## src/rtl/screen_pkg.sv

```systemverilog
// Shared types and default play-button geometry for the screen sequencer and start screen.
package screen_pkg;

  typedef enum logic [1:0] {
    ST_START     = 2'd0,
    ST_COUNTDOWN = 2'd1,
    ST_PLAY      = 2'd2,
    ST_END       = 2'd3
  } screen_state_t;

  typedef struct packed {
    logic [7:0] r;
    logic [7:0] g;
    logic [7:0] b;
  } rgb_t;

  localparam int PLAY_BTN_X = 380;
  localparam int PLAY_BTN_Y = 500;
  localparam int PLAY_BTN_W = 200;
  localparam int PLAY_BTN_H = 100;

  // Halves every channel; used to dim the game view behind the countdown.
  function automatic rgb_t half_rgb(input rgb_t p);
    rgb_t h;
    h.r = {1'b0, p.r[7:1]};
    h.g = {1'b0, p.g[7:1]};
    h.b = {1'b0, p.b[7:1]};
    return h;
  endfunction

endpackage

```

## src/rtl/frame_timer.sv

```systemverilog
// Frame-tick counter with a runtime limit; pulses done on the tick where count reaches limit-1.
module frame_timer #(
  parameter int W = 8
) (
  input  logic         clk_in,
  input  logic         rst_in,
  input  logic         clear,
  input  logic         tick,
  input  logic [W-1:0] limit,
  output logic         done
);

  logic [W-1:0] count;

  assign done = tick && !clear && (count == limit - W'(1));

  // NOTE: reset is sampled inside the clocked block (synchronous); state uses <= only.
  always_ff @(posedge clk_in) begin
    if (rst_in || clear) begin
      count <= '0;
    end else if (tick) begin
      count <= done ? '0 : count + W'(1);
    end
  end

endmodule

```

## src/rtl/screen_sequencer.sv

```systemverilog
// Start / countdown / play / end screen sequencer with registered pixel mux.
// Define CURSOR_SELECT_EN to also accept a click on the play button as a start request.
module screen_sequencer
  import screen_pkg::*;
#(
  parameter int FRAMES_PER_COUNT = 60,
  parameter int COUNT_FROM       = 3,
  parameter int END_HOLD_FRAMES  = 180,
  parameter int BTN_X            = PLAY_BTN_X,
  parameter int BTN_Y            = PLAY_BTN_Y,
  parameter int BTN_W            = PLAY_BTN_W,
  parameter int BTN_H            = PLAY_BTN_H
) (
  input  logic        clk_in,
  input  logic        rst_in,
  input  logic [10:0] hcount_in,
  input  logic [9:0]  vcount_in,
  input  logic        start_btn_in,
  input  logic [10:0] cursor_x_in,
  input  logic [9:0]  cursor_y_in,
  input  logic        click_in,
  input  logic        game_over_in,
  input  logic [23:0] start_pixel_in,
  input  logic [23:0] game_pixel_in,
  input  logic [23:0] end_pixel_in,
  output logic [1:0]  state_out,
  output logic [1:0]  countdown_out,
  output logic        game_active_out,
  output logic [23:0] pixel_out
);

  localparam int MAX_FRAMES = (FRAMES_PER_COUNT > END_HOLD_FRAMES) ? FRAMES_PER_COUNT
                                                                   : END_HOLD_FRAMES;
  localparam int CNT_W      = $clog2(MAX_FRAMES + 1);

  screen_state_t state, state_next;
  logic [1:0]    digit, digit_next;
  rgb_t          pixel_q, pixel_next;
  logic          btn_q;
  logic          start_req;
  logic          frame_tick;
  logic          timer_tick, timer_clear, timer_done;
  logic [CNT_W-1:0] timer_limit;

  assign frame_tick = (hcount_in == 11'd0) && (vcount_in == 10'd0);

`ifdef CURSOR_SELECT_EN
  localparam logic [11:0] X_LO = 12'(BTN_X);
  localparam logic [11:0] X_HI = 12'(BTN_X + BTN_W);
  localparam logic [10:0] Y_LO = 11'(BTN_Y);
  localparam logic [10:0] Y_HI = 11'(BTN_Y + BTN_H);

  logic click_q;
  logic on_button;

  assign on_button = ({1'b0, cursor_x_in} >= X_LO) && ({1'b0, cursor_x_in} < X_HI) &&
                     ({1'b0, cursor_y_in} >= Y_LO) && ({1'b0, cursor_y_in} < Y_HI);
  assign start_req = (start_btn_in && !btn_q) || (click_in && !click_q && on_button);

  always_ff @(posedge clk_in) begin
    if (rst_in) click_q <= 1'b0;
    else        click_q <= click_in;
  end
`else
  logic unused_cursor;
  assign unused_cursor = ^{cursor_x_in, cursor_y_in, click_in,
                           32'(BTN_X), 32'(BTN_Y), 32'(BTN_W), 32'(BTN_H)};
  assign start_req = start_btn_in && !btn_q;
`endif

  // Counter only runs in the timed states and is held clear elsewhere, so every entry starts at 0.
  assign timer_tick  = frame_tick && ((state == ST_COUNTDOWN) || (state == ST_END));
  assign timer_clear = (state == ST_START) || (state == ST_PLAY);
  assign timer_limit = (state == ST_END) ? CNT_W'(END_HOLD_FRAMES) : CNT_W'(FRAMES_PER_COUNT);

  frame_timer #(.W(CNT_W)) u_frame_timer (
    .clk_in (clk_in),
    .rst_in (rst_in),
    .clear  (timer_clear),
    .tick   (timer_tick),
    .limit  (timer_limit),
    .done   (timer_done)
  );

  // NOTE: every combinational output gets a default first so no latch is inferred.
  always_comb begin
    state_next = state;
    digit_next = digit;
    case (state)
      ST_START: begin
        if (start_req) begin
          state_next = ST_COUNTDOWN;
          digit_next = 2'(COUNT_FROM);
        end
      end
      ST_COUNTDOWN: begin
        if (timer_done) begin
          if (digit == 2'd1) begin
            state_next = ST_PLAY;
            digit_next = 2'd0;
          end else begin
            digit_next = digit - 2'd1;
          end
        end
      end
      ST_PLAY: begin
        if (game_over_in) state_next = ST_END;
      end
      ST_END: begin
        if (timer_done) state_next = ST_START;
      end
      default: begin
        state_next = ST_START;
        digit_next = 2'd0;
      end
    endcase
  end

  always_comb begin
    pixel_next = start_pixel_in;
    case (state)
      ST_COUNTDOWN: pixel_next = half_rgb(game_pixel_in);
      ST_PLAY:      pixel_next = game_pixel_in;
      ST_END:       pixel_next = end_pixel_in;
      default:      pixel_next = start_pixel_in;
    endcase
  end

  always_ff @(posedge clk_in) begin
    if (rst_in) begin
      state   <= ST_START;
      digit   <= 2'd0;
      btn_q   <= 1'b0;
      pixel_q <= '0;
    end else begin
      state   <= state_next;
      digit   <= digit_next;
      btn_q   <= start_btn_in;
      pixel_q <= pixel_next;
    end
  end

  assign state_out       = state;
  assign countdown_out   = digit;
  assign game_active_out = (state == ST_PLAY);
  assign pixel_out       = pixel_q;

endmodule

```

## config.mk

```make
export PLATFORM = sky130hd
export DESIGN_NAME = screen_sequencer
export DESIGN_NICKNAME = d
export VERILOG_FILES = /design/src/rtl/screen_pkg.sv /design/src/rtl/frame_timer.sv /design/src/rtl/screen_sequencer.sv
export SDC_FILE = /design/constraint.sdc
export NUM_CORES = 1
export LEC_CHECK = 0
export CORE_UTILIZATION = 32
export CTS_CLUSTER_DIAMETER = 150
export DETAILED_ROUTE_END_ITERATION = 8
export HOLD_SLACK_MARGIN = 0.1
export PLACE_DENSITY = 0.77
export SETUP_SLACK_MARGIN = 0.1
export SLEW_MARGIN = 20
export SYNTH_ARGS = -nofsm -noshare
export SYNTH_HDL_FRONTEND = slang
export SYNTH_HIERARCHICAL = 1
export SYNTH_SLANG_ARGS = --single-unit
export TNS_END_PERCENT = 100
```

## constraint.sdc

```tcl
create_clock -name clk_in -period 2.97 [get_ports clk_in]
set_input_delay 0.594 -clock clk_in [delete_from_list [all_inputs] [get_ports clk_in]]
set_output_delay 0.594 -clock clk_in [all_outputs]
set_load 0.01 [all_outputs]
```

==> results of run 1 <==
==> through the flow <==
step | worst slack, ns | power [uW] | utilization [%]
3_3_place_gp | -0.2032 | 1929 | 55.19
3_5_place_dp | -0.2323 | 1954 | 55.19
4_1_cts | 0.1034 | 2435 | 57.29
5_1_grt | 0.1062 | 2593 | 57.75
6_report | 0.2542 | 2432 | 57.75
2_1_floorplan | 0.08049 | 1498 | -
==> area by class of cell <==
class / count / area [um^2]
clock buffer: 7 / 86.33
tap: 77 / 96.34
timing repair buffer: 137 / 1341
sequential: 37 / 740.7
fill: 591 / 2744
multi-input combinational: 214 / 1423
clock inverter: 1 / 30.03
inverter: 9 / 33.78
==> worst register-to-register path, delay by kind of cell, from the launching register on <==
kind	cells	cell delay (ns)
AO/OA/AOI/OAI	4	0.78
buffers and inverters	3	0.42
flip-flops	1	0.42
XOR/XNOR	2	0.34
adder cells (fa/ha/maj)	1	0.25
AND/OR/NAND/NOR	1	0.20
==> cell families (layout without fill, tap and decap cells) <==
family / count (synthesis) / count (layout) / share of synthesized area [%]
compound gates: 66 / 66 / 25.11
xor+xnor: 14 / 14 / 5.581
fa+ha+maj: 7 / 7 / 3.986
buf+inv: 28 / 154 / 8.143
flops: 37 / 37 / 33.71
mux: 1 / 1 / 0.4556
other cells: 2 / 27 / 0.3418
simple gates: 99 / 99 / 22.67
==> sequential cells by signal (all words and copies together), names as in the netlist <==
| signal | flops |
|---|---|
| pixel_out | 24 |
| u_frame_timer/count | 8 |
| countdown_out | 2 |
| state_out | 2 |
| btn_q | 1 |
==> per-layer routing <==
metal | part of all wire, % | track usage, % | up-vias
met5 | 0 | 0 | -
met4 | 1.2 | 5.701 | 0
met3 | 6.6 | 4.669 | 11
met2 | 53 | 34.52 | 113
met1 | 39 | 23.66 | 1175
li1 | - | - | 1210
==> final timing paths <==
path	from	endpoint	slack (ns)	cells after the start
max	hcount_in[3]	state_out[0]	0.25	10
min	countdown_out[1]	countdown_out[1]	0.52	2
max reg2reg	state_out[0]	state_out[0]	0.43	11
min reg2reg	countdown_out[1]	countdown_out[1]	0.52	2
==> repair_timing <==
item,4_1_cts,5_1_grt
gates resized for setup,10,6
pin swaps,10,13
setup buffers,2,1
cloned,0,0
setup endpoints to repair,3,4
==> cell usage in the layout (no fill, tap or decap), drive strengths merged, types with 2 or more instances in the layout <==
| cell type | netlist | routed |
|---|---|---|
| clkdlybuf4s50 | 0 | 113 |
| nor2 | 53 | 53 |
| dfxtp | 37 | 37 |
| conb | 2 | 27 |
| a21oi | 27 | 27 |
| a222oi | 21 | 21 |
| buf | 14 | 12 |
| nor3 | 12 | 12 |
| inv | 9 | 9 |
| dlygate4sd2 | 0 | 8 |
| xor2 | 8 | 8 |
| ha | 7 | 7 |
| clkbuf | 5 | 7 |
| xnor2 | 6 | 6 |
| dlymetal6s2s | 0 | 4 |
| nand2 | 4 | 4 |
| a22oi | 4 | 4 |
| nor4 | 4 | 4 |
| nand4 | 3 | 3 |
| nand2b | 3 | 3 |
| o21ai | 3 | 3 |
| nor2b | 3 | 3 |
| a211oi | 3 | 3 |
| or4 | 2 | 2 |
| nand4b | 2 | 2 |
| o31ai | 2 | 2 |
| or3b | 2 | 2 |
| nand3 | 2 | 2 |
| a221oi | 2 | 2 |
| and2 | 2 | 2 |
| and3 | 2 | 2 |
==> power by group <==
part | internal (uW) | switching (uW) | leakage (uW)
Combinational | 650 | 667 | 0.00110
Clock | 274 | 176 | 0.0000585
Sequential | 617 | 47.6 | 0.000305
==> run_results.csv, run 1 <==
group,metric,value,unit
placed_design,dpl.hpwl,5272,um
setup_path,critPathLaunchType,"primary input",
sta,finalCritPeriodShare,91.44,%
sta,fmax,0.3682,GHz
setup_path,path_buf_inv,2,
clock_tree,cts_buffers,5,
setup_path,critPathMaxStageDelay,0.54,ns
detailed_routing,antenna_left,0,
pwr,powerDensity,648.4,nW/um^2
finish,antenna_cells,0,
detailed_routing,drt_wl_total,7047,um
finish,final_layout_size_suffix_gt1_share,10.86,%
detailed_routing,drcViolationCount,1,
global_route,grt_max_degree,52,
detailed_routing,vias,2509,
synthesis,synth_top_area_share,33.71,%
sta,min_period,2.716,ns
pwr,vdd_ir_drop_max,0.3831,mV
synthesis,seq_area_frac_synth,33.71,%
sta,finalSetupTns,0,ns
setup_path,crit_required,3.14,ns
detailed_routing,drt_iter0_drc,216,
finish,nNetsFinal,530,
run_status,outcome,"finished with violations",
placed_design,io_buffer_count,125,
clock_tree,h-tree-depth,2,
synthesis,yosysMostFrequentCell,"nor2_1",
clock_tree,cts_sinks,37,
placed_design,gp_congestion,0.8236,
floorplanning,die_w,84.86,um
clock_tree,clockBufferDepth,2,
synthesis,ys_async_sr_fraction,0,%
sta,setup_viol,0,
flow_run,max-cap-violations,0,
clock_tree,cts_tree,"yes",
synthesis,ys_top_cells_by_area,"dfxtp_1, a222oi_1, nor2_1, a21oi_1, ha_1",
finish,stdcell_area,3751,um^2
clock_tree,insertion_delay,0.29,ns
synthesis,yosys.area.top_type,"dfxtp_1",
synthesis,synth_edf_count,0,
finish,fin_cells,482,
synthesis,synth_area,2197,um^2
detailed_routing,via_per_inst,5.205,
finish,syn2layout_area_growth,70.73,%
pwr,p_leak,0.001459,uW
floorplanning,core,6495,um^2
global_route,gr-total-overflow,0,
floorplanning,start_util,33.83,%
floorplanning,die_y,84.86,um
setup_path,critPathKind,"primary input to register",
detailed_routing,drt-pass1-iter-count,9,
synthesis,ys_seq_elements,37,
run_status,violations,"DRC",
global_route,track_usage,19.55,%
detailed_routing,wire_per_inst,14.62,um
sta,grt_setup_unrepaired,"false",
placed_design,place_area,3585,um^2
setup_path,cp_cell_sequence,"dlygate4sd2_1 > or4_4 > nor3_4 > nor4b_4 > o211ai_1 > a211oi_4 > inv_2 > a221oi_4 > and2_4 > a211oi_2",
worst_hold_path,hold_path.class,"register to register",
sta,maxSlewViolCount,0,
setup_path,crit_slowest_cell,"or4_4",
global_route,antenna_found_initial,0,
floorplanning,dieArea,7201,um^2
setup_path,critPathTopFamily,"simple AND/OR/NAND/NOR gates",
placed_design,placed_cells,471,
clock_tree,cts_root_buf,"clkbuf_8",
synthesis,syn_area_per_cell,8.650,um^2
clock_tree,path_clk_slew,0.07,ns
synthesis,ys_top_cells_by_count,"nor2_1, dfxtp_1, a21oi_1",
clock_tree,hold_buffers,0,
synthesis,synth_ff_type,"dfxtp_1",
global_route,first_global_vias,2378,
floorplanning,ios,148,
setup_path,worst_ep_arrival_time,2.88,ns
setup_path,crit_fanout,3,
synthesis,synth.distinct_cells,51,
synthesis,synth_warnings,6,
floorplanning,rows,29,
sta,final-hold-violation-count,0,
sta,whs,0.5185,ns
setup_path,cp-end-kind,"register",
global_route,grt_pass1_wl,11230,um
sta,skew,0.005340,ns
synthesis,postSynthCellCount,254,
No activity file was read; power rests on OpenSTA's default activity.
==> run 2, diff against run 1 <==
CTS_CLUSTER_SIZE = 10   (was default)
==> results of run 2 <==
No change in the layout: final DEF, timing and power equal those of run 1.
==> run 3, diff against run 2 <==
CORE_UTILIZATION = 31   (was 32)
PLACE_DENSITY = 0.78   (was 0.77)
SYNTH_HIERARCHICAL = default   (was 1)
==> run 3 against run 2 <==
Effect of this change: the run now ends clean; clock skew increased by 0.00097 ns; critical path depth fell by 5; fmax increased by 7.1%; sequential power shrank 2%; final area down 9.2%; synthesized cell count fell by 4.7%; critical path type unchanged.
==> run_results.csv, run 3 <==
group,metric,value,unit
run_status,outcome,"finished, final reports clean",
sta,slew_headroom,53.16,%
finish,nFillCells,547,
global_route,grt_max_degree,41,
floorplanning,dieArea,6791,um^2
synthesis,synth_edf_count,0,
clock_tree,path_clk_slew,0.07,ns
sta,timing.final.ws_setup,0.4333,ns
detailed_routing,wl_met3,424,um
pwr,p_leak,0.001220,uW
pwr,vdd_ir_drop_max,0.4353,mV
synthesis,synthXorXnorAreaFrac,0,%
finish,largest_register_ffs,24,
detailed_routing,drt_wl_total,6921,um
placed_design,gp_congestion,0.8573,
setup_path,crit_required,3.12,ns
global_route,track_usage,20.37,%
synthesis,synth_top_area_share,36.95,%
placed_design,io_buffer_count,125,
placed_design,pre_cts_ws,0.1730,ns
global_route,grt_pass1_wl,10550,um
synthesis,ys_top_cells_by_count,"nor2_1, dfxtp_1, a21oi_1",
setup_path,path_common_cell,"or4_4",
synthesis,yosys.area_share.simple,22.28,%
floorplanning,start_util,33.07,%
synthesis,ys_top_cells_by_area,"dfxtp_1, a222oi_1, nor2_1, a21oi_1, ha_1",
synthesis,yosysMostFrequentCell,"nor2_1",
sta,setup_viol,0,
finish,layout_common_cells,"clkdlybuf4s50_1, nor2_1, dfxtp_1",
floorplanning,core,6061,um^2
clock_tree,cts_root_buf,"clkbuf_8",
sta,skew,0.006310,ns
clock_tree,hold_buffers,0,
global_route,gr-total-overflow,0,
floorplanning,ios,148,
sta,final-hold-violation-count,0,
clock_tree,h-tree-depth,2,
synthesis,synth.area.mux_share,1.124,%
synthesis,ys_seq_elements,37,
sta,grt_setup_unrepaired,"false",
detailed_routing,highest_layer,"met4",
clock_tree,cts_tree,"yes",
sta,finalSetupTns,0,ns
setup_path,worst_ep_arrival_time,2.68,ns
setup_path,cp-end-kind,"register",
pwr,powerDensity,645.8,nW/um^2
clock_tree,cts_buffers,5,
detailed_routing,drt-pass1-iter-count,6,
synthesis,synthesis.nets,367,
finish,final_layout_size_suffix_gt1_share,5.801,%
floorplanning,rows,28,
sta,fmax,0.3942,GHz
sta,finalCritPeriodShare,85.41,%
synthesis,yosys.area.top_type,"dfxtp_1",
detailed_routing,antenna_left,0,
detailed_routing,wire_per_inst,15.84,um
floorplanning,die_y,82.41,um
synthesis,seq_area_frac_synth,36.95,%
setup_path,critPathMaxStageDelay,0.57,ns
detailed_routing,drcViolationCount,0,
sta,maxSlewViolCount,0,
floorplanning,die_w,82.41,um
clock_tree,cts_sinks,37,
clock_tree,post_cts_buffers,0,
clock_tree,clockBufferDepth,2,
worst_hold_path,hold_path.class,"register to register",
synthesis,synth_fa_ha_area_share,3.745,%
synthesis,ys_async_sr_fraction,0,%
synthesis,synth_warnings,0,
setup_path,critPathLaunchType,"primary input",
detailed_routing,vias,2398,
placed_design,dpl.hpwl,5205,um
synthesis,synth_top_family_by_area,"compound AO/OA/AOI/OAI gates",
finish,nNetsFinal,486,
finish,antenna_cells,0,
clock_tree,ctsResizeCount,0,
setup_path,critPathKind,"primary input to register",
synthesis,postSynthCellCount,242,
setup_path,cp_cell_sequence,"clkdlybuf4s50_1 > or4_4 > or4_4 > nor3_1 > a311oi_1",
finish,syn2layout_area_growth,69.91,%
finish,layout_commonest_cell,"clkdlybuf4s50_1",
synthesis,synth_area,2004,um^2
detailed_routing,via_per_inst,5.487,
synthesis,synth.distinct_cells,45,
sta,min_period,2.537,ns
setup_path,crit_fanout,10,
pwr,p_total,2199,uW
sta,tightest_slew,0.6973,ns
global_route,antenna_found_initial,0,
detailed_routing,wl_met2,3454,um
synthesis,syn_area_per_cell,8.283,um^2
flow_run,max-cap-violations,0,
detailed_routing,met1_length,2894,um
synthesis,synth_ff_type,"dfxtp_1",
global_route,first_global_vias,2217,
detailed_routing,drt_iter0_drc,249,
clock_tree,insertion_delay,0.28,ns
synthesis,synth-compound-area-share,30.46,%
setup_path,crit_slowest_cell,"or4_4",
## run 3: path summary, 6_finish.rpt
kind	start	endpoint	slack (ns)	depth (start not counted)
worst min register to register	u_frame_timer.count[1]	u_frame_timer.count[1]	0.50	2
worst max register to register	state_out[0]	countdown_out[1]	0.66	5
worst min-delay path	u_frame_timer.count[1]	u_frame_timer.count[1]	0.50	2
worst max-delay path	hcount_in[3]	countdown_out[1]	0.43	5
## run 3: cell type report
class                      instances  area, um^2  share of cell area (%)
clock buffer                       8       80.08                   2.351
multi-input combinational        178        1157                   33.98
sequential                        37       740.7                   21.75
timing repair buffer             133        1311                   38.50
tap                               75       93.84                   2.755
inverter                           6       22.52                  0.6613
## run 3: logic make-up after synthesis
group           after synthesis
simple gates                 90
flops                        37
buf+inv                      27
mux                           2
fa+ha+maj                     6
compound gates               80
## run 3: routing by layer
metal / global-route usage [%] / vias to the layer above
met5: 0 / -
met2: 33.31 / 93
li1: - / 1187
met1: 26.33 / 1105
met4: 7.719 / 0
met3: 3.956 / 13
## run 3: stage by stage
step	instance area, um^2	hold WS [ns]	util, %	instances
floorplan	2004	0.4597	-	242
global placement	3326	0.4802	54.87	429
detailed placement	3326	0.4971	54.87	429
CTS	3406	0.5086	56.19	437
global route	3406	0.5299	56.19	437
finish	3406	0.5005	56.19	437
## run 3: power by group
| part | internal [uW] | switching (uW) |
|---|---|---|
| clock network | 167 | 170 |
| registers | 609 | 44.3 |
| logic | 601 | 608 |
## run 3: critical path, delay by kind of cell
family,cells,cell delay [ns]
AO/OA/AOI/OAI,1,0.16
buffers and inverters,1,0.40
AND/OR/NAND/NOR,3,1.53
